===== src/rtl/rgb2bayer_3x3.sv =====
// rtl/rgb2bayer_3x3.sv - RGB to Bayer re-mosaic with line/frame geometry checking
// One registered stage: outputs are aligned 1 cycle behind the inputs.
module rgb2bayer_3x3 #(
  parameter int          DATA_WIDTH = 8,
  parameter int          I_W        = 1922,
  parameter int          I_H        = 1082,
  parameter logic [1:0]  BAYER_PAT  = 2'd3
) (
  input  logic                  I_Clk,
  input  logic                  I_Rst,
  input  logic                  I_V_Sync,
  input  logic                  I_RGB_Vaild,
  input  logic [DATA_WIDTH-1:0] I_RGB_Data_r,
  input  logic [DATA_WIDTH-1:0] I_RGB_Data_g,
  input  logic [DATA_WIDTH-1:0] I_RGB_Data_b,
  output logic                  O_V_Sync,
  output logic                  O_Raw_Vaild,
  output logic [DATA_WIDTH-1:0] O_Raw_Data,
  output logic                  O_Line_Err,
  output logic                  O_Frame_Err,
  output logic [15:0]           O_Frame_Cnt
);

  localparam int HW  = (I_W > 1) ? $clog2(I_W) : 1;
  localparam int VW  = (I_H > 1) ? $clog2(I_H) : 1;
  localparam int LTW = VW + 1;

  localparam logic [HW-1:0]  H_LAST  = HW'(I_W - 1);
  localparam logic [VW-1:0]  V_LAST  = VW'(I_H - 1);
  localparam logic [LTW-1:0] LT_GOAL = LTW'(I_H);
  localparam logic [LTW-1:0] LT_MAX  = '1;

  // Phase offset so that phase 00 always lands on the red site.
  localparam logic [1:0] PAT_OFS = 2'b11 ^ BAYER_PAT;

  logic                  r1_V_Sync;
  logic                  r1_Vaild;
  logic [HW-1:0]         H_cnt;
  logic [VW-1:0]         V_cnt;
  logic [LTW-1:0]        Line_Total;
  logic                  frame_seen;

  logic                  pose_v_sync;
  logic                  nege_vaild;
  logic [HW-1:0]         h_eff;
  logic [VW-1:0]         v_eff;
  logic                  end_short;
  logic                  end_wrap;
  logic [1:0]            phase;
  logic [DATA_WIDTH-1:0] pix_sel;
  logic [LTW-1:0]        lt_close;
  logic [HW-1:0]         h_next;
  logic [VW-1:0]         v_next;
  logic [LTW-1:0]        lt_next;
  logic                  frame_bad;

  always_comb begin
    pose_v_sync = I_V_Sync & ~r1_V_Sync;
    nege_vaild  = ~I_RGB_Vaild & r1_Vaild;

    // A frame start makes the current pixel (0,0) of the new frame.
    h_eff = pose_v_sync ? '0 : H_cnt;
    v_eff = pose_v_sync ? '0 : V_cnt;

    end_short = nege_vaild && (H_cnt != '0);
    end_wrap  = I_RGB_Vaild && (h_eff == H_LAST);

    phase = {v_eff[0], h_eff[0]} ^ PAT_OFS;
    case (phase)
      2'b00:   pix_sel = I_RGB_Data_r;
      2'b11:   pix_sel = I_RGB_Data_b;
      default: pix_sel = I_RGB_Data_g;
    endcase

    lt_close = Line_Total;
    if (end_short && (Line_Total != LT_MAX))
      lt_close = Line_Total + LTW'(1);
    frame_bad = pose_v_sync && frame_seen && (lt_close != LT_GOAL);

    h_next = H_cnt;
    if (I_RGB_Vaild)
      h_next = (h_eff == H_LAST) ? '0 : h_eff + HW'(1);
    else if (pose_v_sync || nege_vaild)
      h_next = '0;

    // A short line that ends on the frame edge belongs to the old frame.
    v_next = v_eff;
    if (end_wrap || (end_short && !pose_v_sync))
      v_next = (v_eff == V_LAST) ? '0 : v_eff + VW'(1);

    if (pose_v_sync)
      lt_next = end_wrap ? LTW'(1) : '0;
    else if ((end_short || end_wrap) && (Line_Total != LT_MAX))
      lt_next = Line_Total + LTW'(1);
    else
      lt_next = Line_Total;
  end

  always_ff @(posedge I_Clk) begin
    if (I_Rst) begin
      r1_V_Sync   <= 1'b0;
      r1_Vaild    <= 1'b0;
      H_cnt       <= '0;
      V_cnt       <= '0;
      Line_Total  <= '0;
      frame_seen  <= 1'b0;
      O_V_Sync    <= 1'b0;
      O_Raw_Vaild <= 1'b0;
      O_Raw_Data  <= '0;
      O_Line_Err  <= 1'b0;
      O_Frame_Err <= 1'b0;
      O_Frame_Cnt <= '0;
    end else begin
      r1_V_Sync   <= I_V_Sync;
      r1_Vaild    <= I_RGB_Vaild;
      H_cnt       <= h_next;
      V_cnt       <= v_next;
      Line_Total  <= lt_next;
      O_V_Sync    <= I_V_Sync;
      O_Raw_Vaild <= I_RGB_Vaild;
      O_Raw_Data  <= I_RGB_Vaild ? pix_sel : '0;
      O_Line_Err  <= end_short;
      O_Frame_Err <= frame_bad;
      if (pose_v_sync) begin
        frame_seen  <= 1'b1;
        O_Frame_Cnt <= O_Frame_Cnt + 16'd1;
      end
    end
  end

endmodule


===== config.mk =====
export PLATFORM = sky130hd
export DESIGN_NAME = rgb2bayer_3x3
export DESIGN_NICKNAME = d
export VERILOG_FILES = /design/src/rtl/rgb2bayer_3x3.sv
export SDC_FILE = /design/constraint.sdc
export NUM_CORES = 1
export LEC_CHECK = 0
export ABC_CLOCK_PERIOD_IN_PS = 3000
export CORE_MARGIN = 1.5
export CORE_UTILIZATION = 53
export CTS_CLUSTER_SIZE = 12
export DETAILED_ROUTE_END_ITERATION = 8
export PLACE_DENSITY_LB_ADDON = 0.2
export SETUP_SLACK_MARGIN = 0.4
export SLEW_MARGIN = 0
export SYNTH_ARGS = -nofsm -noshare
export SYNTH_HDL_FRONTEND = slang
export SYNTH_SLANG_ARGS = --single-unit

===== constraint.sdc =====
create_clock -name I_Clk -period 3 [get_ports I_Clk]
set_input_delay 0.45 -clock I_Clk [delete_from_list [all_inputs] [get_ports I_Clk]]
set_output_delay 0.45 -clock I_Clk [all_outputs]
set_load 0.005 [all_outputs]

==> metrics.yaml <==
sta:
  skew_ns: 0.0106
  fin_crit_sh_pct: 82.1
  slew_headroom_pct: 53.4
  final-max-slew-violation-count: 0
  period_minus_slack_ns: 2.46
  timing.fmax_ghz: 0.406
  finalHoldViolCount: 0
  rsz0062_at_grt: "false"
  timing.hold.ws_ns: 0.471
  worst_pin_slew_ns: 0.696
  setup_viol: 0
placed_design:
  dp.cells: 537
  hpwl_um: 5460
  io_buffers: 55
  place_congestion: 0.959
die:
  start_util_pct: 55.1
  ios: 56
  die_area_um2: 6640
  rows: 28
  core_area_um2: 5920
  die_w_um: 81.5
  die_y_um: 81.5
grt:
  grt_max_degree: 33
  grt_busiest_layer: "met2"
  grt_overflow: 0
  gr-usage-met2_pct: 42.6
  grt_pass1_vias: 2985
  grt_antenna_before_repair: 0
  met1_usage_pct: 30.4
  grt_usage_pct: 25.7
  grt_first_pass_wirelength_um: 13300
  use_met3_pct: 6.56
synth:
  synth-edff-count: 0
  synth_mux_area_share_pct: 1.23
  synthArstFlopShare_pct: 0
  synth_compound_area_share_pct: 17.4
  syn_avg_cell_area_um2: 7.87
  synth.cell_area_um2: 3260
  yosys-top-cells-area: "dfxtp_1, nor2_1, nand2_1"
  synthCells: 415
  synth_fp_nets: 451
  synth_seq_area_share_pct: 38.6
  synth_top_family_by_area: "simple AND/OR/NAND/NOR gates"
  synth-adder-area-share_pct: 3.07
  synthFlopType: "dfxtp_1"
  synth-simple-area-share_pct: 31.3
  yosys_warnings: 0
  synth_cell_types: 54
  synth.top_cell.area_share_pct: 38.6
  yosys.area.top_type: "dfxtp_1"
  synth_xor_xnor_area_share_pct: 4.83
  ys_seq_elements: 63
hold_path:
  hold_depth: 2
  holdPathEnd: "V_cnt[1]"
  hp-start: "V_cnt[1]"
  holdCritPathClass: "reg -> reg"
worst_setup_path:
  setup.worst_path.class: "reg -> reg"
  cp_data_arrival_time_ns: 2.74
  r2r_cells: 9
  end_kind: "flip-flop"
  critPathLaunchType: "flip-flop"
  r2r-end: "Line_Total[11]"
  r2r_slack_ns: 0.54
  r2r-start: "r1_V_Sync"
  worst-path-max-fanout: 9
  worstPathRequired_ns: 3.28
cts:
  htreeDepth: 3
  cts_tree: "done"
  clockRootBuffer: "clkbuf_8"
  clk_pin_slew_ns: 0.07
  clk_path_buf_depth: 2
  clock_latency_ns: 0.35
  postCtsHoldBufs: 0
  cts_sinks: 63
  cts_buffers: 9
power:
  swShare_pct: 23.6
  comb_power_share_pct: 8.5
  ir_drop_uv: 310
  power.internal_w: 0.00143
  p_leak_nw: 1.49
  p_clk_share_pct: 45.5
  power_density_nw_per_um2: 447
  p_seq_share_pct: 45.9
  p_sw_w: 0.000440
drt:
  antenna_left: 0
  drt-initial-drc-count: 181
  drc_errors: 0
  vias_per_cell: 5.88
  avgRoutedWirePerCell_um: 14.4
  first_pass_iters: 4
  routed_wirelength_um: 7980
  num_vias: 3250
status:
  status: "finished, final reports clean"
finish:
  mostFrequentLayoutCell: "nor2_1"
  fin_cells: 553
  diodes: 0
  drive_above_1_share_pct: 9.41
  mostFrequentLayoutCells: "nor2_1, dfxtp_1, clkdlybuf4s50_1"
  final_nets: 509
  syn_to_final_growth_pct: 27.9
run:
  maxCapViolCount: 0
-- critical path: stages (launching register included) --
cell	delay (ns)
dfxtp_1	0.35
nand2b_4	0.15
nand2_1	0.09
inv_1	0.09
ha_1	0.16
nand3_2	0.11
or4_4	0.54
a21o_4	0.25
or4_1	0.49
a21oi_2	0.16
-- per-layer routing --
metal	routed length [um]	part of all wire (%)	vias up
met5	0	0	-
met4	177	2.2	0
met3	501	6.3	17
met2	3820	48	94
met1	3490	44	1532
li1	-	-	1607
-- flip-flops by register name, summed over array words and instances (netlist names) --
name,count
H_cnt,11
Line_Total,12
O_Frame_Cnt,16
O_Frame_Err,1
O_Line_Err,1
O_Raw_Data,8
V_cnt,11
frame_seen,1
r1_V_Sync,1
r1_Vaild,1
-- what timing repair did --
| action | CTS | global route |
|---|---|---|
| setup endpoints to repair | 1 | 1 |
| cloned | 0 | 0 |
| pin swaps | 0 | 1 |
| resized for setup | 2 | 0 |
| setup buffers | 0 | 0 |
-- per-stage QoR --
| stage | worst slack (ns) | area (um^2) | power (W) | util (%) | TNS, ns |
|---|---|---|---|---|---|
| 2_1_floorplan | 0.411 | 3300 | 0.000954 | - | 0 |
| 3_3_place_gp | 0.0845 | 3950 | 0.00103 | 66.6 | 0 |
| 3_5_place_dp | -0.0212 | 3950 | 0.00104 | 66.6 | -0.0212 |
| 4_1_cts | 0.491 | 4180 | 0.00187 | 70.5 | 0 |
| 5_1_grt | 0.425 | 4180 | 0.00192 | 70.5 | 0 |
| 6_report | 0.538 | 4180 | 0.00187 | 70.5 | 0 |
-- cell type report --
| cell class | instances | area, um^2 |
|---|---|---|
| inverter | 9 | 33.8 |
| sequential | 63 | 1260 |
| tap | 75 | 93.8 |
| timing repair buffer | 68 | 647 |
| clock inverter | 6 | 91.3 |
| clock buffer | 10 | 138 |
| multi-input combinational | 322 | 1910 |
| fill | 485 | 1740 |
-- worst max-delay path by stage --
stage | slack, ns | start | cells after the start | to
global placement | 0.08 | I_V_Sync | 10 | Line_Total[11]
detailed placement | -0.02 | I_V_Sync | 10 | Line_Total[11]
CTS | 0.49 | r1_V_Sync | 9 | Line_Total[11]
floorplan | 0.41 | I_V_Sync | 10 | Line_Total[11]
finish | 0.54 | r1_V_Sync | 9 | Line_Total[11]
global route | 0.43 | r1_V_Sync | 9 | Line_Total[11]
-- synthesized netlist by cell type, types with 3 or more instances --
library cell  number
nand2b_1           7
o21a_1             4
ha_1               8
nor3_1            17
or3_1              5
nand3_1           17
nand2_1           41
nor4_1             3
inv_1              9
and3_1             6
a31oi_1            8
a22oi_1            8
nand4b_1           3
nor2b_1            3
nor2_1            65
nand3b_1           4
mux2i_1            4
o21ai_0           13
nand4_1           10
xor2_1            13
a211oi_1           9
and4_1             3
a21oi_1           29
dfxtp_1           63
clkbuf_1          18
xnor2_1            5
and2_1             5
-- power groups by stage --
stage               Clock [W]  Combinational, W  Sequential, W
floorplan                   0         0.0000781       0.000876
global placement            0          0.000156       0.000876
detailed placement          0          0.000159       0.000877
CTS                  0.000854          0.000159       0.000857
global route         0.000884          0.000177       0.000859
finish               0.000850          0.000159       0.000857
-- kinds of logic (layout without fill, tap and decap cells) --
group                      count (synthesis)  in the layout
buffers and inverters                     30             93
xor gates and xnor gates                  18             18
muxes                                      4              4
DFF                                       63             63
AOI/OAI and AO/OA                         88             88
and+or+nand+nor                          204            204
adders and majority gates                  8              8
Power figures use the tool's default switching activity.
